## src/rtl/wb_commit_unit_if.sv

```systemverilog
// MEM -> WB group handshake and lane bundle.
// master = MEM side, slave = writeback stage.
interface wb_commit_unit_if #(
  parameter int LANES  = 2,
  parameter int DATA_W = 32
);
  logic                    ms_to_ws_valid;
  logic                    ws_allowin;
  logic [LANES-1:0]        lane_valid;
  logic [LANES-1:0]        lane_gr_we;
  logic [5*LANES-1:0]      lane_dest;
  logic [DATA_W*LANES-1:0] lane_result;
  logic [32*LANES-1:0]     lane_pc;
  logic [LANES-1:0]        lane_ex;
  logic [5*LANES-1:0]      lane_exccode;
  logic [LANES-1:0]        lane_eret;

  modport master (
    output ms_to_ws_valid, lane_valid, lane_gr_we,
    output lane_dest, lane_result, lane_pc,
    output lane_ex, lane_exccode, lane_eret,
    input  ws_allowin
  );

  modport slave (
    input  ms_to_ws_valid, lane_valid, lane_gr_we,
    input  lane_dest, lane_result, lane_pc,
    input  lane_ex, lane_exccode, lane_eret,
    output ws_allowin
  );
endinterface

```

## src/rtl/wb_commit_unit.sv

```systemverilog
// Multi-lane writeback/commit stage: RF writes, exception/ERET flush,
// retire count, debug trace. Define WB_TRACE_FIFO_EN for the trace FIFO.
module wb_commit_unit #(
  parameter int LANES       = 2,
  parameter int DATA_W      = 32,
  parameter int TRACE_DEPTH = 8
) (
  input  logic                    clk,
  input  logic                    reset,
  wb_commit_unit_if.slave         ms,
  output logic [LANES-1:0]        rf_we,
  output logic [5*LANES-1:0]      rf_waddr,
  output logic [DATA_W*LANES-1:0] rf_wdata,
  output logic                    ex_commit,
  output logic [4:0]              ex_code,
  output logic [31:0]             ex_pc,
  output logic                    eret_commit,
  output logic                    flush,
  output logic [31:0]             retired_cnt,
  output logic [31:0]             debug_wb_pc,
  output logic [3:0]              debug_wb_rf_wen,
  output logic [4:0]              debug_wb_rf_wnum,
  output logic [31:0]             debug_wb_rf_wdata
);

  logic                    ws_valid_q;
  logic [LANES-1:0]        lv_q, gw_q, ex_q, eret_q;
  logic [5*LANES-1:0]      dest_q, exc_q;
  logic [DATA_W*LANES-1:0] res_q;
  logic [32*LANES-1:0]     pc_q;
  logic [31:0]             ret_q, ret_d;

  logic             ws_ready_go, ws_allowin, fire;
  logic [LANES-1:0] v, live, we_pre;
  logic             seen, sel_ex, sel_eret;
  logic [4:0]       sel_code;
  logic [31:0]      sel_pc, nret;

  assign ws_allowin    = !ws_valid_q || ws_ready_go;
  assign ms.ws_allowin = ws_allowin;
  assign fire          = ws_valid_q && ws_ready_go;

  // Input register; a flushing group discards whatever arrives with it.
  always_ff @(posedge clk) begin
    if (reset) begin
      ws_valid_q <= 1'b0;
      lv_q       <= '0;
      gw_q       <= '0;
      ex_q       <= '0;
      eret_q     <= '0;
      dest_q     <= '0;
      exc_q      <= '0;
      res_q      <= '0;
      pc_q       <= '0;
    end else begin
      if (flush) ws_valid_q <= 1'b0;
      else if (ws_allowin) ws_valid_q <= ms.ms_to_ws_valid;
      if (ms.ms_to_ws_valid && ws_allowin && !flush) begin
        lv_q   <= ms.lane_valid;
        gw_q   <= ms.lane_gr_we;
        ex_q   <= ms.lane_ex;
        eret_q <= ms.lane_eret;
        dest_q <= ms.lane_dest;
        exc_q  <= ms.lane_exccode;
        res_q  <= ms.lane_result;
        pc_q   <= ms.lane_pc;
      end
    end
  end

  // Kill mask, oldest-event select, pre-merge write enables, retire count.
  always_comb begin
    seen     = 1'b0;
    sel_ex   = 1'b0;
    sel_eret = 1'b0;
    sel_code = '0;
    sel_pc   = '0;
    v        = '0;
    live     = '0;
    we_pre   = '0;
    nret     = '0;
    for (int i = 0; i < LANES; i++) begin
      v[i]    = ws_valid_q && lv_q[i];
      live[i] = v[i] && !seen;
      if (live[i] && (ex_q[i] || eret_q[i])) begin
        sel_ex   = ex_q[i];
        sel_eret = eret_q[i] && !ex_q[i];
        sel_code = exc_q[5*i +: 5];
        sel_pc   = pc_q[32*i +: 32];
      end
      if (v[i] && (ex_q[i] || eret_q[i])) seen = 1'b1;
      we_pre[i] = fire && live[i] && gw_q[i] && !ex_q[i]
                  && (dest_q[5*i +: 5] != 5'd0);
      if (live[i] && !ex_q[i]) nret = nret + 32'd1;
    end
  end

  // A younger lane writing the same register shadows the older write.
  always_comb begin
    rf_we = we_pre;
    for (int i = 0; i < LANES; i++) begin
      for (int j = i + 1; j < LANES; j++) begin
        if (we_pre[j] && dest_q[5*j +: 5] == dest_q[5*i +: 5])
          rf_we[i] = 1'b0;
      end
    end
  end

  assign rf_waddr    = dest_q;
  assign rf_wdata    = res_q;
  assign ex_commit   = fire && sel_ex;
  assign eret_commit = fire && sel_eret;
  assign flush       = ex_commit || eret_commit;
  assign ex_code     = flush ? sel_code : 5'd0;
  assign ex_pc       = flush ? sel_pc : 32'd0;

  assign ret_d       = fire ? ret_q + nret : ret_q;
  assign retired_cnt = ret_q;

  // Retired-instruction counter, wraps naturally.
  always_ff @(posedge clk) begin
    if (reset) ret_q <= '0;
    else       ret_q <= ret_d;
  end

`ifdef WB_TRACE_FIFO_EN
  localparam int PW = (TRACE_DEPTH > 1) ? $clog2(TRACE_DEPTH) : 1;
  localparam int CW = $clog2(TRACE_DEPTH + 1);

  typedef struct packed {
    logic [31:0] pc;
    logic [4:0]  num;
    logic [31:0] data;
  } trace_t;

  trace_t          mem_q [TRACE_DEPTH];
  logic [PW-1:0]   wp_q, wp_d, rp_q, rp_d;
  logic [CW-1:0]   cnt_q, cnt_d, npush;
  logic [PW-1:0]   off [LANES];
  logic            pop;

  assign ws_ready_go = (CW'(TRACE_DEPTH) - cnt_q) >= CW'(LANES);

  // Slot allocation for this cycle's pushes in lane order.
  always_comb begin
    npush = '0;
    for (int i = 0; i < LANES; i++) begin
      off[i] = wp_q + PW'(npush);
      if (we_pre[i]) npush = npush + CW'(1);
    end
    pop   = (cnt_q != '0);
    wp_d  = wp_q + PW'(npush);
    rp_d  = rp_q + PW'(pop);
    cnt_d = cnt_q + npush - CW'(pop);
  end

  // Trace pointers and occupancy.
  always_ff @(posedge clk) begin
    if (reset) begin
      wp_q  <= '0;
      rp_q  <= '0;
      cnt_q <= '0;
    end else begin
      wp_q  <= wp_d;
      rp_q  <= rp_d;
      cnt_q <= cnt_d;
    end
  end

  // Trace storage; contents are only observed while occupied.
  always_ff @(posedge clk) begin
    for (int i = 0; i < LANES; i++) begin
      if (we_pre[i])
        mem_q[off[i]] <= '{pc:   pc_q[32*i +: 32],
                           num:  dest_q[5*i +: 5],
                           data: 32'(res_q[DATA_W*i +: DATA_W])};
    end
  end

  assign debug_wb_rf_wen   = pop ? 4'hf : 4'h0;
  assign debug_wb_pc       = pop ? mem_q[rp_q].pc : 32'd0;
  assign debug_wb_rf_wnum  = pop ? mem_q[rp_q].num : 5'd0;
  assign debug_wb_rf_wdata = pop ? mem_q[rp_q].data : 32'd0;
`else
  // Without the FIFO nothing back-pressures; legal configs make this 1.
  assign ws_ready_go       = (TRACE_DEPTH >= LANES);
  assign debug_wb_rf_wen   = rf_we[0] ? 4'hf : 4'h0;
  assign debug_wb_pc       = rf_we[0] ? pc_q[31:0] : 32'd0;
  assign debug_wb_rf_wnum  = rf_we[0] ? dest_q[4:0] : 5'd0;
  assign debug_wb_rf_wdata = rf_we[0] ? 32'(res_q[DATA_W-1:0]) : 32'd0;
`endif

endmodule

```

## src/flat_wrapper.sv

```systemverilog
// flat-port wrapper written by rule: the top's interface ports become plain ports
module wb_commit_unit_flat 
#(
  parameter int LANES       = 2,
  parameter int DATA_W      = 32,
  parameter int TRACE_DEPTH = 8
)
  (clk, reset, rf_we, rf_waddr, rf_wdata, ex_commit, ex_code, ex_pc, eret_commit, flush, retired_cnt, debug_wb_pc, debug_wb_rf_wen, debug_wb_rf_wnum, debug_wb_rf_wdata, ms_ms_to_ws_valid, ms_lane_valid, ms_lane_gr_we, ms_lane_dest, ms_lane_result, ms_lane_pc, ms_lane_ex, ms_lane_exccode, ms_lane_eret, ms_ws_allowin);
  wb_commit_unit_if #(.LANES(LANES), .DATA_W(DATA_W)) ms_i ();
  input  logic clk;
  input  logic reset;
  output logic [LANES-1:0] rf_we;
  output logic [5*LANES-1:0] rf_waddr;
  output logic [DATA_W*LANES-1:0] rf_wdata;
  output logic ex_commit;
  output logic [4:0] ex_code;
  output logic [31:0] ex_pc;
  output logic eret_commit;
  output logic flush;
  output logic [31:0] retired_cnt;
  output logic [31:0] debug_wb_pc;
  output logic [3:0] debug_wb_rf_wen;
  output logic [4:0] debug_wb_rf_wnum;
  output logic [31:0] debug_wb_rf_wdata;
  input wire logic [$bits(ms_i.ms_to_ws_valid)-1:0] ms_ms_to_ws_valid;
  input wire logic [$bits(ms_i.lane_valid)-1:0] ms_lane_valid;
  input wire logic [$bits(ms_i.lane_gr_we)-1:0] ms_lane_gr_we;
  input wire logic [$bits(ms_i.lane_dest)-1:0] ms_lane_dest;
  input wire logic [$bits(ms_i.lane_result)-1:0] ms_lane_result;
  input wire logic [$bits(ms_i.lane_pc)-1:0] ms_lane_pc;
  input wire logic [$bits(ms_i.lane_ex)-1:0] ms_lane_ex;
  input wire logic [$bits(ms_i.lane_exccode)-1:0] ms_lane_exccode;
  input wire logic [$bits(ms_i.lane_eret)-1:0] ms_lane_eret;
  output wire logic [$bits(ms_i.ws_allowin)-1:0] ms_ws_allowin;
  assign ms_i.ms_to_ws_valid = ms_ms_to_ws_valid;
  assign ms_i.lane_valid = ms_lane_valid;
  assign ms_i.lane_gr_we = ms_lane_gr_we;
  assign ms_i.lane_dest = ms_lane_dest;
  assign ms_i.lane_result = ms_lane_result;
  assign ms_i.lane_pc = ms_lane_pc;
  assign ms_i.lane_ex = ms_lane_ex;
  assign ms_i.lane_exccode = ms_lane_exccode;
  assign ms_i.lane_eret = ms_lane_eret;
  assign ms_ws_allowin = ms_i.ws_allowin;
  wb_commit_unit #(.LANES(LANES), .DATA_W(DATA_W), .TRACE_DEPTH(TRACE_DEPTH)) u_core (.clk(clk), .reset(reset), .ms(ms_i), .rf_we(rf_we), .rf_waddr(rf_waddr), .rf_wdata(rf_wdata), .ex_commit(ex_commit), .ex_code(ex_code), .ex_pc(ex_pc), .eret_commit(eret_commit), .flush(flush), .retired_cnt(retired_cnt), .debug_wb_pc(debug_wb_pc), .debug_wb_rf_wen(debug_wb_rf_wen), .debug_wb_rf_wnum(debug_wb_rf_wnum), .debug_wb_rf_wdata(debug_wb_rf_wdata));
endmodule
```

## config.mk

```make
export PLATFORM = sky130hd
export DESIGN_NAME = wb_commit_unit_flat
export DESIGN_NICKNAME = d
export VERILOG_FILES = /design/src/rtl/wb_commit_unit_if.sv /design/src/rtl/wb_commit_unit.sv /design/src/flat_wrapper.sv
export SDC_FILE = /design/constraint.sdc
export NUM_CORES = 1
export LEC_CHECK = 0
export BUFFER_PORTS_ARGS = -buffer_cell sky130_fd_sc_hd__buf_2
export CORE_AREA = 2 2 148 150
export DETAILED_ROUTE_END_ITERATION = 10
export DIE_AREA = 0 0 150 152
export MAX_ROUTING_LAYER = met4
export PLACE_DENSITY = 0.76
export SLEW_MARGIN = 10
export SYNTH_ARGS = -nofsm -noshare
export SYNTH_HDL_FRONTEND = slang
export SYNTH_SLANG_ARGS = --single-unit
```

## constraint.sdc

```tcl
create_clock -name clk -period 4.39 [get_ports clk]
set_input_delay 0.2195 -clock clk [delete_from_list [all_inputs] [get_ports clk]]
set_output_delay 0.2195 -clock clk [all_outputs]
set_load 0.03 [all_outputs]
```

=== After elaboration in Yosys (flattened, before gate mapping) ===
Cells that the tools add are included.
Widths: inputs -> output; s select.

* Add/sub/neg operators: 2
* Equality and inequality tests: 1
* Multiplexer cells: 18
* Reductions and logical operators: 31

{| class="wikitable"
|+ Operators by type and width
! cell !! number
|-
| $mux 32 || 6
|-
| $add 32x32->32 || 1
|-
| $logic_and 1x1->1 || 21
|-
| $mux 5 || 4
|-
| $reduce_bool 5->1 || 2
|-
| $mux 1 || 7
|-
| $eq 5x5->1 || 1
|-
| $logic_not 1->1 || 4
|-
| $mux 4 || 1
|-
| $logic_or 1x1->1 || 3
|-
| $add 1x1->2 const B || 1
|-
| $reduce_or 2->1 || 1
|}

* Flip-flop bits (word level): 189
* Output and inout port bits: 222

=== Longest topological paths before layout ===
* Word-level depth: 12
* Depth in mapped cells: 13
* Depth with buffers taken out: 11

=== Worst setup path after synthesis ===
OpenSTA, ideal clock, no wires.

* Path type: register -> register
* From: register u_core.ws_valid_q (netlist: u_core.fire)
* To: register u_core.ret_q[26] (netlist: u_core.retired_cnt[26])
* Setup time: 0.070 ns
* Arrival: 3.075 ns
* Slack: 1.245 ns
* Cell stages (with the launch flop): 13
* Path buffers: 2
* Period minus slack after synthesis: 3.145 ns
* Cell sequence: dfxtp_1 clkbuf_1 nand4b_1 inv_1 ha_1 ha_1 inv_1 fa_1 nand4b_4 or4_1 buf_2 or4_1 a21oi_1

* Longest elaborated chain between the ends: 8
* Elaborated cells between the ends (all ways): 12
* Classes of those cells: add/sub: 2; mux: 3; reduce/logical: 7

{| class="wikitable"
|+ RTL lines
! item !! RTL line !! source
|-
| start: declaration || wb_commit_unit.sv:26 || <nowiki>logic ws_valid_q;</nowiki>
|-
| start signal: assignment || wb_commit_unit.sv:57 || <nowiki>else if (ws_allowin) ws_valid_q <= ms.ms_to_ws_valid;</nowiki>
|-
| $logic_and 1x1->1 || wb_commit_unit.sv:83 || <nowiki>v[i] = ws_valid_q && lv_q[i];</nowiki>
|-
| $logic_and 1x1->1 || wb_commit_unit.sv:91 || <nowiki>if (v[i] && (ex_q[i] || eret_q[i])) seen = 1'b1;</nowiki>
|-
| $mux 1 || wb_commit_unit.sv:91 ||
|-
| $logic_not 1->1 || wb_commit_unit.sv:84 || <nowiki>live[i] = v[i] && !seen;</nowiki>
|-
| $logic_and 1x1->1 || wb_commit_unit.sv:84 ||
|-
| $logic_and 1x1->1 || wb_commit_unit.sv:94 || <nowiki>if (live[i] && !ex_q[i]) nret = nret + 32'd1;</nowiki>
|-
| $mux 32 || wb_commit_unit.sv:94 ||
|-
| $add 32x32->32 || wb_commit_unit.sv:117 || <nowiki>assign ret_d = fire ? ret_q + nret : ret_q;</nowiki>
|-
| end signal: assignment || wb_commit_unit.sv:123 || <nowiki>else ret_q <= ret_d;</nowiki>
|-
| end: declaration || wb_commit_unit.sv:31 || <nowiki>logic [31:0] ret_q, ret_d;</nowiki>
|}

Parallel ways exist; a longest one is shown, timed or not.
A chain may end at the register's enable or synchronous reset.

=== Worst setup path after layout ===
* From: register u_core.ws_valid_q (netlist: u_core.fire)
* To: output rf_we[0]

* Longest elaborated chain between the ends: 11
* Elaborated cells between the ends (all ways): 16
* Classes of those cells: mux: 2; reduce/logical: 14

{| class="wikitable"
|+ RTL lines
! item !! RTL line !! source
|-
| $logic_and 1x1->1 || wb_commit_unit.sv:83 ||
|-
| $logic_and 1x1->1 || wb_commit_unit.sv:91 ||
|-
| $mux 1 || wb_commit_unit.sv:91 ||
|-
| $logic_not 1->1 || wb_commit_unit.sv:84 ||
|-
| $logic_and 1x1->1 || wb_commit_unit.sv:84 ||
|-
| $logic_and 1x1->1 (3 in a row) || wb_commit_unit.sv:92 || <nowiki>we_pre[i] = fire && live[i] && gw_q[i] && !ex_q[i]</nowiki>
|-
| $logic_and 1x1->1 || wb_commit_unit.sv:93 || <nowiki>&& (dest_q[5*i +: 5] != 5'd0);</nowiki>
|-
| $logic_and 1x1->1 || wb_commit_unit.sv:103 || <nowiki>if (we_pre[j] && dest_q[5*j +: 5] == dest_q[5*i +: 5])</nowiki>
|-
| $mux 1 * || wb_commit_unit.sv:103 ||
|-
| end: declaration || flat_wrapper.sv:12 || <nowiki>output logic [LANES-1:0] rf_we;</nowiki>
|}

Every way passes the cells marked *; elsewhere a longest branch is shown, timed or not.

==> flow_metrics.py <==
metrics = {
    "synth": {
        "synth-seq-cells": 189,
        "avgSynthCellArea_um2": 9.36,
        "yosysSeqAreaShare_pct": 39.3,
        "synth_area_leaders": "dfxtp_1 (39%), nand2b_1 (20%), mux2i_1 (16%)",
        "synth_cell_types": 37,
        "synth_top_area_share_pct": 39.3,
        "synth_flop_cell": "dfxtp_1",
        "yosysMostFrequentCell": "nand2b_1",
        "async_flop_share_pct": 0,
        "synth_fp_nets": 1192,
        "synth_largest_area_cell": "dfxtp_1",
        "synth-edff-count": 0,
        "synthTopCellsByCount": "nand2b_1 (312), dfxtp_1 (189), mux2i_1 (157)",
        "yosysWarnings": 0,
        "synthCells": 1029,
        "synth_area_um2": 9640,
    },
    "die": {
        "rows": 54,
        "dieHeight_um": 152,
        "initial_core_util_pct": 45.1,
        "coreArea_um2": 21400,
        "die_w_um": 150,
        "ios": 381,
        "die_area_um2": 22800,
    },
    "sta": {
        "worstMarginPinSlew_ns": 1.16,
        "finalSetupViolCount": 0,
        "rsz0062_at_grt": "no",
        "fin_setup_tns_ns": 0,
        "final.min_clock_period_ns": 3.89,
        "fmax_ghz": 0.257,
        "slew-limit-headroom_pct": 22.1,
        "finalCritPeriodShare_pct": 88.7,
        "fin_worst_skew_ns": 0.0116,
        "hold_violations": 0,
        "finalMaxSlewViolations": 0,
    },
    "route": {
        "drtPass1Iterations": 5,
        "num_vias": 8330,
        "drtIter0Drc": 432,
        "wl_per_cell_um": 16.6,
        "wl_mm": 27.3,
        "drc": 0,
        "ant_nets": 0,
        "avgViaCountPerCell": 5.07,
    },
    "clock_network": {
        "cts_root_buffer": "clkbuf_16",
        "cts_tree": "yes",
        "hold_buffers": 0,
        "clk_pin_slew_worst_paths_ns": 0.07,
        "clock_latency_ns": 0.43,
        "clk_path_buf_depth": 2,
        "cts_buffers": 17,
        "postCtsResizedCells": 0,
        "post_cts_buffers": 0,
        "cts-htree-levels": 4,
        "cts_sinks": 189,
    },
    "critical_path": {
        "crit_type": "flip-flop to output port",
        "crit_fanout": 52,
        "crit_path_end_kind": "output port",
        "required_ns": 4.17,
        "r2r_start": "u_core.fire",
        "reg2reg_depth": 10,
        "timing.rr.end": "u_core.retired_cnt[30]",
        "setup.worst_path.start_class": "flip-flop",
        "arrival_ns": 3.67,
        "reg2reg_setup_slack_ns": 0.78,
        "crit_path_start": "u_core.fire",
    },
    "global_route": {
        "gr-total-overflow": 0,
        "grt_pass1_wl_mm": 42.5,
        "grt_pass1_vias": 8036,
        "grt_max_degree": 174,
        "grt_antenna_before_repair": 6,
        "grt_usage_pct": 24.0,
    },
    "final_layout": {
        "synthToLayoutAreaGrowth_pct": 26.9,
        "fin_cells": 1643,
        "multiInputGateArea_um2": 5470,
        "final_core_util_pct": 57.3,
        "fillers": 1934,
        "drive_above_1_share_pct": 31.0,
        "layout.nets": 1508,
        "seqCellArea_um2": 3780,
    },
    "worst_hold_path": {
        "worstHoldPathType": "input pin to flip-flop",
        "hold_path_depth": 3,
        "hold_start": "ms_lane_result[5]",
        "min_to": "u_core.rf_wdata[5]",
    },
    "power": {
        "p_sw_share_pct": 26.5,
        "internal_power_w": 0.00295,
        "power_density_nw_per_um2": 329,
        "seqPwrFrac_pct": 46.9,
        "switching_power_w": 0.00106,
        "combPwrFrac_pct": 13.4,
        "peakVddDrop_mv": 0.239,
        "power_frac_clock_pct": 39.7,
        "p_leak_nw": 5.70,
    },
    "place": {
        "dp_cells": 1606,
        "gp_congestion": 0.842,
        "hpwl_mm": 19.2,
        "io_buffer_count": 379,
    },
    "run_status": {
        "status": "complete, no violations",
    },
    "job": {
        "max_cap_viol_count": 0,
    },
}
power by group through the flow:
stage	combinational [W]	sequential (W)	clock, W
final	0.000537	0.00188	0.00160
after global routing	0.000580	0.00190	0.00170
after CTS	0.000541	0.00188	0.00164
after detailed placement	0.000540	0.00192	0
after global placement	0.000530	0.00192	0
after floorplan	0.000281	0.00199	0
metrics by stage:
stage / setup WS [ns] / hold WS (ns) / instance area (um^2) / total power [W]
global placement: 0.934 / 0.455 / 11600 / 0.00245
detailed placement: 0.818 / 0.460 / 11600 / 0.00246
global route: 0.192 / 0.0313 / 12200 / 0.00418
CTS: 0.408 / 0.0195 / 12200 / 0.00406
floorplan: 1.24 / 0.375 / 9640 / 0.00227
finish: 0.496 / 0.0400 / 12200 / 0.00402
critical path, cell delays in order (launching register included):
cell,delay [ns]
dfxtp_1,0.65
nand4b_1,0.30
nor4_4,1.06
buf_4,0.68
nor2_1,0.29
buf_2,0.26
per-layer routing:
layer / vias to the layer above / global-route usage [%] / routed length (um)
met2: 266 / 39.7 / 13300
met1: 3899 / 28.8 / 11600
met4: 0 / 6.51 / 515
li1: 4128 / - / -
met3: 37 / 6.40 / 1870
met5: - / - / 0
state kept, by name, summed over array words and instances (netlist names):
register,count
u_core.eret_q,2
u_core.ex_q,2
u_core.exc_q,10
u_core.fire,1
u_core.gw_q,2
u_core.lv_q,2
u_core.pc_q,64
u_core.retired_cnt,32
u_core.rf_waddr,10
u_core.rf_wdata,64
cell families (layout without fill, tap and decap cells):
| group | count (synthesis) | in the layout | share of synthesized area, % |
|---|---|---|---|
| buffers and inverters | 97 | 425 | 4.31 |
| AOI/OAI and AO/OA | 78 | 78 | 5.92 |
| other | 1 | 7 | 0.0389 |
| xor gates and xnor gates | 14 | 14 | 1.27 |
| DFF | 189 | 189 | 39.3 |
| and+or+nand+nor | 485 | 485 | 31.8 |
| adders and majority gates | 4 | 4 | 0.597 |
| muxes | 161 | 161 | 16.8 |
area by class of cell:
cell class              instances  area share [%]
diodes                          6           0.123
multi-input cells             743            44.7
clock inverters                13            1.33
clock buffers                  18            3.51
flip-flops and latches        189            30.9
inverters                       8           0.246
repair buffers                386            16.3
well taps                     280            2.86
placed cells by master, fill, tap and decap left out, drive strengths merged, types with 4 or more instances in the layout:
| cell | count |
|---|---|
| buf | 386 |
| nand2b | 312 |
| dfxtp | 189 |
| mux2i | 157 |
| nor3b | 69 |
| a22o | 38 |
| nor2 | 22 |
| clkbuf | 18 |
| a21oi | 17 |
| nand2 | 16 |
| or4 | 15 |
| nand3 | 12 |
| o31ai | 12 |
| inv | 12 |
| xnor2 | 9 |
| o21ai | 8 |
| diode | 6 |
| nand4 | 6 |
| nor2b | 6 |
| or3 | 6 |
| nor4 | 6 |
| and4 | 5 |
| xor2 | 5 |
| mux2 | 4 |
| and3 | 4 |
worst max-delay path by stage:
stage,to,depth (start not counted)
3_5_place_dp,u_core.retired_cnt[30],10
4_1_cts,rf_we[0],5
2_1_floorplan,u_core.retired_cnt[26],12
5_1_grt,rf_we[0],5
6_report,rf_we[0],5
3_3_place_gp,u_core.retired_cnt[30],10
(Power assumes the default switching activity.)
